## config.mk

```make
export PLATFORM = sky130hd
export DESIGN_NAME = traffic_light_ctrl
export DESIGN_NICKNAME = d
export VERILOG_FILES = /design/src/rtl/traffic_light_ctrl.sv
export SDC_FILE = /design/constraint.sdc
export NUM_CORES = 1
export LEC_CHECK = 0
export CAP_MARGIN = 10
export CORE_UTILIZATION = 44
export CTS_CLUSTER_SIZE = 8
export DETAILED_ROUTE_END_ITERATION = 6
export PLACE_DENSITY_LB_ADDON = 0.08
export SETUP_SLACK_MARGIN = 0.4
export SYNTH_ARGS = -nofsm -noshare
export SYNTH_HDL_FRONTEND = slang
export SYNTH_SLANG_ARGS = --single-unit
```

## constraint.sdc

```tcl
create_clock -name Clock -period 1.6 [get_ports Clock]
set_input_delay 0.24 -clock Clock [delete_from_list [all_inputs] [get_ports Clock]]
set_output_delay 0.24 -clock Clock [all_outputs]
set_load 0.1 [all_outputs]
```

## src/rtl/traffic_light_ctrl.sv

```systemverilog
// traffic_light_ctrl
//   Two-road (main/side) traffic light controller with a pedestrian walk
//   phase. A 3-bit phase down-counter, advanced only on Tick, times each
//   phase. Main road rests on green until a side or pedestrian request is
//   pending. All lamp outputs are registered and change with State.
// Ports
//   Clock      in   system clock, rising edge
//   Reset      in   asynchronous, active-low reset
//   Tick       in   timebase enable for the phase counter
//   SideReq    in   side-road vehicle sensor (level)
//   PedReq     in   pedestrian button (level)
//   MainLight  out  {R,Y,G} main road, one-hot
//   SideLight  out  {R,Y,G} side road, one-hot
//   PedWalk    out  walk lamp, lit through a pedestrian-serving side green
//   PedAck     out  one-cycle pulse on the first cycle of that side green
//   State      out  current state code (debug)
module traffic_light_ctrl #(
  parameter int MAIN_MIN  = 5,
  parameter int YEL_TIME  = 2,
  parameter int RED_TIME  = 1,
  parameter int SIDE_TIME = 4
) (
  input  logic       Clock,
  input  logic       Reset,
  input  logic       Tick,
  input  logic       SideReq,
  input  logic       PedReq,
  output logic [2:0] MainLight,
  output logic [2:0] SideLight,
  output logic       PedWalk,
  output logic       PedAck,
  output logic [2:0] State
);

  typedef enum logic [2:0] {
    MAIN_GRN = 3'd0,
    MAIN_YEL = 3'd1,
    RED_A    = 3'd2,
    SIDE_GRN = 3'd3,
    SIDE_YEL = 3'd4,
    RED_B    = 3'd5
  } state_e;

  localparam logic [2:0] LT_R = 3'b100;
  localparam logic [2:0] LT_Y = 3'b010;
  localparam logic [2:0] LT_G = 3'b001;

  state_e     state_q, state_d;
  logic [2:0] phase_cnt_q, phase_cnt_d;
  logic       side_pend_q, side_pend_d;
  logic       ped_pend_q, ped_pend_d;
  logic [2:0] main_light_q, main_light_d;
  logic [2:0] side_light_q, side_light_d;
  logic       ped_walk_q, ped_walk_d;
  logic       ped_ack_q, ped_ack_d;
  logic       req;
  logic       phase_done;

  // Counter reload value for a state: duration minus one (DUR=8 loads 7).
  function automatic logic [2:0] dur_m1(input state_e s);
    case (s)
      MAIN_YEL, SIDE_YEL: dur_m1 = 3'(YEL_TIME - 1);
      RED_A, RED_B:       dur_m1 = 3'(RED_TIME - 1);
      SIDE_GRN:           dur_m1 = 3'(SIDE_TIME - 1);
      default:            dur_m1 = 3'(MAIN_MIN - 1);
    endcase
  endfunction

  // Lamp pattern {main, side} for a state.
  function automatic logic [5:0] lamps(input state_e s);
    case (s)
      MAIN_YEL: lamps = {LT_Y, LT_R};
      RED_A,
      RED_B:    lamps = {LT_R, LT_R};
      SIDE_GRN: lamps = {LT_R, LT_G};
      SIDE_YEL: lamps = {LT_R, LT_Y};
      default:  lamps = {LT_G, LT_R};
    endcase
  endfunction

  always_comb begin
    state_d     = state_q;
    phase_cnt_d = phase_cnt_q;
    side_pend_d = side_pend_q;
    ped_pend_d  = ped_pend_q;
    ped_ack_d   = 1'b0;
    phase_done  = 1'b0;
    req         = side_pend_q | ped_pend_q | SideReq | PedReq;

    // Requests arriving during side green are already being served.
    if (state_q != SIDE_GRN) begin
      if (SideReq) side_pend_d = 1'b1;
      if (PedReq)  ped_pend_d  = 1'b1;
    end

    if (Tick) begin
      if (phase_cnt_q != 3'd0) phase_cnt_d = phase_cnt_q - 3'd1;
      else                     phase_done  = 1'b1;
    end

    case (state_q)
      MAIN_GRN: if (phase_done && req) state_d = MAIN_YEL;
      MAIN_YEL: if (phase_done) state_d = RED_A;
      RED_A:    if (phase_done) state_d = SIDE_GRN;
      SIDE_GRN: if (phase_done) state_d = SIDE_YEL;
      SIDE_YEL: if (phase_done) state_d = RED_B;
      RED_B:    if (phase_done) state_d = MAIN_GRN;
      default:  state_d = MAIN_GRN;  // unreachable codes recover at once
    endcase

    // Any state change reloads the counter for the new phase; while resting
    // in main green with nothing pending the counter simply holds at zero.
    if (state_d != state_q) phase_cnt_d = dur_m1(state_d);

    // Walk decision is made once on side-green entry and held through it.
    ped_walk_d = ped_walk_q;
    if (state_d != SIDE_GRN) begin
      ped_walk_d = 1'b0;
    end else if (state_q != SIDE_GRN) begin
      ped_walk_d  = ped_pend_q | PedReq;
      ped_ack_d   = ped_pend_q | PedReq;
      side_pend_d = 1'b0;  // clear beats a same-edge set
      ped_pend_d  = 1'b0;
    end

    {main_light_d, side_light_d} = lamps(state_d);
  end

  always_ff @(posedge Clock or negedge Reset) begin
    if (!Reset) begin
      state_q      <= MAIN_GRN;
      phase_cnt_q  <= 3'(MAIN_MIN - 1);
      side_pend_q  <= 1'b0;
      ped_pend_q   <= 1'b0;
      main_light_q <= LT_G;
      side_light_q <= LT_R;
      ped_walk_q   <= 1'b0;
      ped_ack_q    <= 1'b0;
    end else begin
      state_q      <= state_d;
      phase_cnt_q  <= phase_cnt_d;
      side_pend_q  <= side_pend_d;
      ped_pend_q   <= ped_pend_d;
      main_light_q <= main_light_d;
      side_light_q <= side_light_d;
      ped_walk_q   <= ped_walk_d;
      ped_ack_q    <= ped_ack_d;
    end
  end

  assign MainLight = main_light_q;
  assign SideLight = side_light_q;
  assign PedWalk   = ped_walk_q;
  assign PedAck    = ped_ack_q;
  assign State     = state_q;

endmodule
```

== Word-level counts from Yosys, hierarchy flattened ==
Index checks and enable logic that the tools add are counted.

* $add $sub $neg: 1
* Equality and inequality tests: 13
* Muxes and demuxes: 26
* Bitwise logic cells: 4
* Reduce and logical (&&, ||, !) cells: 9

{| class="wikitable"
|+ Operators with widths
! cell !! number
|-
| two-way mux 3 bit || 9
|-
| one-hot mux 6 bit (4 select lines) || 1
|-
| one-hot mux 3 bit (6 select lines) || 1
|-
| two-way mux 1 bit || 14
|-
| equality test 3 x 2 -> 1 bit (second input constant) || 4
|-
| equality test 3 bit (second input constant) || 4
|-
| one-hot mux 3 bit (3 select lines) || 1
|-
| equality test 3 x 1 -> 1 bit (second input constant) || 2
|-
| != test 3 x 2 -> 1 bit (second input constant) || 2
|-
| nonzero test 2 bit || 3
|-
| OR 1 bit || 4
|-
| OR reduction 2 bit || 2
|-
| zero test 3 bit || 1
|-
| != test 3 bit || 1
|-
| nonzero test 3 bit || 1
|-
| subtractor 3 x 1 -> 3 bit (second input constant) || 1
|-
| AND reduction 2 bit || 1
|-
| logical AND 1 bit || 1
|}

* Flip-flop bits (word level): 16
* Input port bits: 5
* Output and inout bits: 11

== Longest topological paths before layout ==
Gate-level depths: netlist (run 1).

* Depth after elaboration: 10
* Gate-level depth with buffers: 7

== Worst setup path before layout (run 1) ==
Ideal clock, no wire load.

* Path kind: register to register
* From: register state_q[1] (netlist: State[1])
* To: register ped_ack_q (netlist: PedAck)
* Library setup time: 72 ps
* Arrival time: 1,650 ps
* Required time: 1,528 ps
* Path slack: -122 ps
* Cell stages (with the launch flop): 4
* Period minus slack after synthesis: 1,722 ps
* Path through: dfrtp_1 > nand2b_1 > or3_1 > nor2_1

* Word-level cells in the longest chain between the ends: 4

{| class="wikitable"
|+ Ends and longest elaborated chain
! what !! RTL line !! source
|-
| start, declared || 48 || <nowiki>state_e state_q, state_d;</nowiki>
|-
| start signal, assigned || 140 || <nowiki>state_q <= state_d;</nowiki>
|-
| equality test 3 bit, or another cell as far along || 101 || <nowiki>case (state_q)</nowiki>
|-
| one-hot mux 3 bit (6 select lines) || 101 ||
|-
| != test 3 x 2 -> 1 bit || 117 || <nowiki>if (state_d != SIDE_GRN) begin</nowiki>
|-
| two-way mux 1 bit * || 117 ||
|-
| via ped_ack_d || 55 || <nowiki>logic ped_ack_q, ped_ack_d;</nowiki>
|-
| end signal, assigned || 147 || <nowiki>ped_ack_q <= ped_ack_d;</nowiki>
|-
| end, declared || 55 ||
|}

The timed path passes the listed nets; every way through them passes the cells marked *.
A chain may end at the register's enable or synchronous reset.

==> impl_metrics.yaml, run 1 <==
cts:
  cts_inserted_buffers: 3
  clkLatencyLatePin_ns: 0.29
  clockRootBuffer: "clkbuf_4"
  clk_transition_reported_paths_ns: 0.10
  max-clock-path-buffers: 2
  tritoncts: "yes"
  ctsHoldBuffers: 0
  clock_sink_count: 16
  htree_num_levels: 1
placed_design:
  dpl.hpwl_mm: 1.212
  final_replace_weighted_congestion: 0.7185
  placement.io_buffers: 15
  placement.setup.worst_slack_ns: -0.2828
sta:
  report.final.slew_viol_count: 0
  worst_hold_slack_ns: 0.2708
  totalNegativeSetupSlack_ns: 0
  max-slew-margin-rel_pct: 78.06
  layout_worst_path_cycle_share_pct: 99.82
  setup_ws_ns: 0.002802
  final.min_clock_period_ns: 1.597
  final_hold_viol_count: 0
  fin_worst_skew_ns: 0.01009
  worstMarginPinSlew_ns: 0.3291
  setup_repair_after_global_routing_missed_its_margin: "true"
  timing.final.setup_violations: 0
  fmax_mhz: 626.1
die:
  fp.dieW_um: 44.90
  area_of_the_placeable_core_um2: 1727
  std_cell_rows: 15
  initial_utilization_pct: 46.88
  dieHeight_um: 44.90
  floorplan.die_area_um2: 2016
  pin_count: 16
synth:
  post_synth.cell_area_avg_um2: 9.524
  synth_cell_type_count: 29
  synthCells: 85
  synth.ff_latch_count: 16
  synth_top_cell_by_area: "dfrtp_1"
  netlist.area_leader.share_pct: 40.19
  netlist_area_um2: 809.5
  synth-seq-area-share_pct: 49.92
  synth.top_cells.by_area: "dfrtp_1 (40%), dfstp_2 (9.7%), nor2_1 (5.6%)"
  synth_net_count: 92
  synth-warning-count: 0
worst_setup_path:
  setup.worst_path.class: "flip-flop to flip-flop"
  cp-end-kind: "flip-flop"
  cpPeakStageDelay_ns: 0.53
  cp.arrival_ns: 1.76
  setup.worst_path.start_class: "flip-flop"
  cp.required_ns: 1.76
  cp_cell_sequence: "or4_4, or3_4, a21oi_2, a221oi_1"
  timing.rr.end: "State[0]"
  r2r_slack_ns: 0.003
  rr_worst_depth: 4
  worstPathBufferInverterCount: 0
  critical_path_sink: "State[0]"
  path_depth: 4
  critPathTopFamily: "simple AND/OR/NAND/NOR gates"
  timing.critical_path.fanout_max: 3
  critical-path-slowest-cell: "or4_4"
pwr:
  power_leakage_nw: 0.6385
  p_per_area_nw_per_um2: 2094
  vdd.ir_drop.worst_mv: 1.790
finish:
  syn2layout_area_growth_pct: 78.52
  antenna_cells_inserted: 0
  highest_count_cells_in_the_layout_ignoring_fill_and_taps: "buf_4 (21), buf_12 (11), dfrtp_1 (9)"
  post_route_cells_drive_above_1_share_pct: 56.69
  multiInputGateArea_um2: 479.2
  post-route-util_pct: 83.70
  num-nets-final: 135
  fillers: 103
  regArea_um2: 416.7
  final_common_cell: "buf_4"
worst_hold_path:
  worst_min_delay_path_class: "input port to async pin"
detailed_routing:
  detail-route-antenna-nets: 0
  routed_wirelength_mm: 2.463
  detail_route.drc_violations: 0
  drt_pass1_iterations: 4
  detailroute.via_count: 836
  post_drt_via_cell_ratio: 5.500
  detail_route.wl_per_cell_um: 16.20
  drtIter0Drc: 32
grt:
  antenna_found_initial: 0
  grt_remaining_overflow: 0
  first_global_vias: 776
  grt_pass1_wl_mm: 3.456
  groute.usage.overall_pct: 24.28
  maximum_number_of_pins_on_one_net_before_global_route_repair: 17
run:
  reported_max_cap_violation_count: 0
run_status:
  run_status: "completed"
[per-stage QoR]
step	power, mW	cell area, µm²	cells
after detailed placement	2.403	1161	127
after global routing	3.146	1445	152
after global placement	2.370	1161	127
final	3.027	1445	152
after floorplan	1.877	862.1	85
after CTS	2.831	1318	146
[layout make-up]
type	instances	area share, %
Multi-Input combinational cell	62	33.16
Inverter	4	1.039
Timing Repair Buffer	41	32.99
Clock buffer	4	1.818
Tap cell	25	2.164
Sequential cell	16	28.83
[timing repair]
action,in CTS,in global routing
pin swaps,6,8
endpoints found under the setup margin,21,21
resized for setup,5,21
cloned,1,0
setup buffers,14,6
endpoints found under the hold margin,0,0
[metal layers]
metal	track usage (%)	part of all wire, %
met5	0	0
met2	42.94	51
met3	3.600	5.3
met1	29.43	41
met4	10.30	2.1
[logic make-up after synthesis]
group	Yosys count	share of synthesized area, %
buf+inv	8	6.490
flops	16	49.92
xor+xnor	2	2.164
simple gates	37	23.18
compound gates	20	15.15
fa+ha+maj	2	3.091
[cell usage after synthesis]
master    number
buf_6          1
xnor2_1        1
dfrtp_1       13
nor3_1         5
o21ai_0        6
inv_1          4
nand3b_1       3
nand3_1        2
a221oi_1       1
buf_2          1
a31oi_1        1
or3_1          2
a211oi_1       1
clkbuf_8       1
and3b_2        1
ha_1           2
o21a_1         1
xor2_1         1
o22ai_1        1
o211a_1        1
a2111o_1       1
dfstp_2        3
or4_4          1
nor2b_1        1
a21oi_1        7
clkbuf_4       1
nor2_1        12
nand2_1        7
nand2b_1       3
[where the power goes]
part,total [mW],leakage [nW],switching [mW],internal (mW)
clock network,0.223,0.0150,0.126,0.0967
registers,0.747,0.184,0.161,0.586
logic,2.06,0.439,1.23,0.830
[worst min-delay path by stage]
stage	endpoint	slack [ns]	cells past startpoint
2_1_floorplan	MainLight[1]	-0.06	0
3_3_place_gp	flip-flop	0.48	2
3_5_place_dp	flip-flop	0.49	2
4_1_cts	phase_cnt_q[1]	0.27	2
5_1_grt	State[0]	0.29	2
6_report	PedWalk	0.27	2
No activity file was read; power rests on OpenSTA's default activity.
==> run 2, diff against run 1 <==
--- a/config.mk
+++ b/config.mk
@@ -5,7 +5,7 @@
 export SDC_FILE = /design/constraint.sdc
 export NUM_CORES = 1
 export LEC_CHECK = 0
-export CAP_MARGIN = 10
+export CAP_MARGIN = 20
 export CORE_UTILIZATION = 44
 export CTS_CLUSTER_SIZE = 8
 export DETAILED_ROUTE_END_ITERATION = 6
==> results of run 2 <==
The final DEF is identical to that of run 1; final timing and power are the same.
==> run 3, diff against run 2 <==
--- a/config.mk
+++ b/config.mk
@@ -6,10 +6,12 @@
 export NUM_CORES = 1
 export LEC_CHECK = 0
 export CAP_MARGIN = 20
-export CORE_UTILIZATION = 44
+export CORE_ASPECT_RATIO = 1.1
+export CORE_UTILIZATION = 40
 export CTS_CLUSTER_SIZE = 8
 export DETAILED_ROUTE_END_ITERATION = 6
 export PLACE_DENSITY_LB_ADDON = 0.08
+export REMOVE_ABC_BUFFERS = 1
 export SETUP_SLACK_MARGIN = 0.4
 export SYNTH_ARGS = -nofsm -noshare
 export SYNTH_HDL_FRONTEND = slang
==> run 3 against run 2 <==
Final cell count grew 2.0%. Sequential cell count did not move. Power decreased by 2.0%. Via count is 0.12% higher. Largest power group unchanged.
==> impl_metrics.yaml, run 3 (synthesis results as in run 1) <==
run_status:
  run_status: "completed"
worst_setup_path:
  critPathTopFamily: "simple AND/OR/NAND/NOR gates"
  cp_cell_sequence: "or4_4, or3_4, a21oi_2, a221oi_1"
  timing.critical_path.fanout_max: 3
  r2r_slack_ns: 0.06
  cp.arrival_ns: 1.71
  cp.required_ns: 1.77
  cp-end-kind: "flip-flop"
  cpPeakStageDelay_ns: 0.53
  setup.worst_path.class: "flip-flop to flip-flop"
  rr_worst_depth: 4
  critical-path-slowest-cell: "or4_4"
  timing.rr.end: "State[0]"
  setup.worst_path.start_class: "flip-flop"
  worstPathBufferInverterCount: 0
grt:
  grt_remaining_overflow: 0
  grt.busiest_layer: "met2"
  maximum_number_of_pins_on_one_net_before_global_route_repair: 17
  first_global_vias: 829
  grt_util_met3_pct: 3.704
  met1_usage_pct: 26.32
  antenna_found_initial: 0
  global_route.usage.met2_pct: 37.50
  groute.usage.overall_pct: 21.90
  grt_pass1_wl_mm: 3.525
placed_design:
  final_replace_weighted_congestion: 0.7527
  dpl.hpwl_mm: 1.254
  placement.io_buffers: 15
pwr:
  switching_part_of_the_total_power_pct: 48.63
  total_switching_power_mw: 1.443
  share_of_power_burned_in_the_clock_network_pct: 9.3
  pwr-share-comb_pct: 67.1
  vdd.ir_drop.worst_mv: 1.745
  p_per_area_nw_per_um2: 2142
  post-layout-total-power_mw: 2.967
  power_frac_seq_pct: 23.6
  internal_power_mw: 1.524
  power_leakage_nw: 0.6247
die:
  std_cell_rows: 16
  pin_count: 16
  area_of_the_placeable_core_um2: 1842
  floorplan.die_area_um2: 2208
  initial_utilization_pct: 43.95
  dieHeight_um: 49.18
  fp.dieW_um: 44.90
sta:
  timing.final.setup_violations: 0
  final.min_clock_period_ns: 1.540
  final_hold_viol_count: 0
  layout_worst_path_cycle_share_pct: 96.23
  max-slew-margin-rel_pct: 78.73
  worstMarginPinSlew_ns: 0.3190
  fin_worst_skew_ns: 0.004862
  totalNegativeSetupSlack_ns: 0
  fmax_mhz: 649.5
  setup_repair_after_global_routing_missed_its_margin: "true"
  report.final.slew_viol_count: 0
detailed_routing:
  detail_route.drc_violations: 0
  routed_wirelength_mm: 2.110
  post_drt_via_cell_ratio: 5.400
  detail_route.wl_per_cell_um: 13.61
  drtIter0Drc: 27
  detailroute.via_count: 837
  drt_pass1_iterations: 4
  detail-route-antenna-nets: 0
cts:
  cts_inserted_buffers: 3
  clockRootBuffer: "clkbuf_4"
  clkLatencyLatePin_ns: 0.29
  tritoncts: "yes"
  clk_transition_reported_paths_ns: 0.10
  ctsHoldBuffers: 0
  htree_num_levels: 1
  clock_sink_count: 16
  max-clock-path-buffers: 2
worst_hold_path:
  worst_min_delay_path_class: "input port to async pin"
finish:
  fillers: 127
  highest_count_cells_in_the_layout_ignoring_fill_and_taps: "buf_4 (27), nor2_1 (12), buf_12 (11)"
  post_route_cells_drive_above_1_share_pct: 51.56
  num-nets-final: 136
  syn2layout_area_growth_pct: 71.10
  antenna_cells_inserted: 0
  final_common_cell: "buf_4"
run:
  reported_max_cap_violation_count: 0
run 3: changes by cell type in the layout (fill, tap and decap cells not counted), sizes merged:
| cell | delta |
|---|---|
| buf | +2 |
| and3b | -1 |
run 3: area by class of cell:
| cell class | instances | area [µm²] | share of cell area [%] |
|---|---|---|---|
| clock buffers | 4 | 36.28 | 2.620 |
| inverters | 4 | 15.01 | 1.084 |
| multi-input cells | 61 | 415.4 | 29.99 |
| flip-flops and latches | 16 | 407.9 | 29.45 |
| well taps | 27 | 33.78 | 2.439 |
| repair buffers | 43 | 476.7 | 34.42 |
run 3: how the worst max path moves through the flow:
stage | start | end | slack, ns | depth (start not counted)
2_1_floorplan | State[1] | PedAck | -0.28 | 3
3_3_place_gp | SideReq | State[0] | -0.24 | 5
6_report | flip-flop | State[0] | 0.06 | 4
3_5_place_dp | SideReq | State[0] | -0.27 | 5
4_1_cts | flip-flop | State[0] | 0.07 | 4
5_1_grt | flip-flop | State[0] | -0.009 | 4
run 3: stage by stage:
step	hold WS [ns]	utilization (%)	area, µm²	worst slack [ns]	cells
after floorplan	-0.05559	-	772.0	-0.2788	81
after global placement	0.4832	63.18	1164	-0.2423	136
after detailed placement	0.5028	63.18	1164	-0.2725	136
after CTS	0.2683	70.86	1305	0.06591	151
after global routing	0.2933	75.20	1385	-0.009070	155
final	0.2622	75.20	1385	0.06035	155
run 3: per-layer routing:
layer,vias to the layer above,part of all wire (%)
met5,-,0
met4,0,1.5
met3,6,6.2
met2,35,53
met1,412,39
li1,384,-
run 3: power by group through the flow:
stage	Clock (mW)	Combinational (mW)	Sequential (mW)
2_1_floorplan	0	0.356	1.36
3_3_place_gp	0	1.60	0.744
3_5_place_dp	0	1.62	0.756
4_1_cts	0.276	1.83	0.704
5_1_grt	0.297	2.10	0.714
6_report	0.275	1.99	0.700
run 3: what timing repair did:
item                       CTS  global route
setup buffers               11             4
gates cloned                 0             0
resized for setup            9            13
setup endpoints to repair   21            20
pin swaps                    6             3
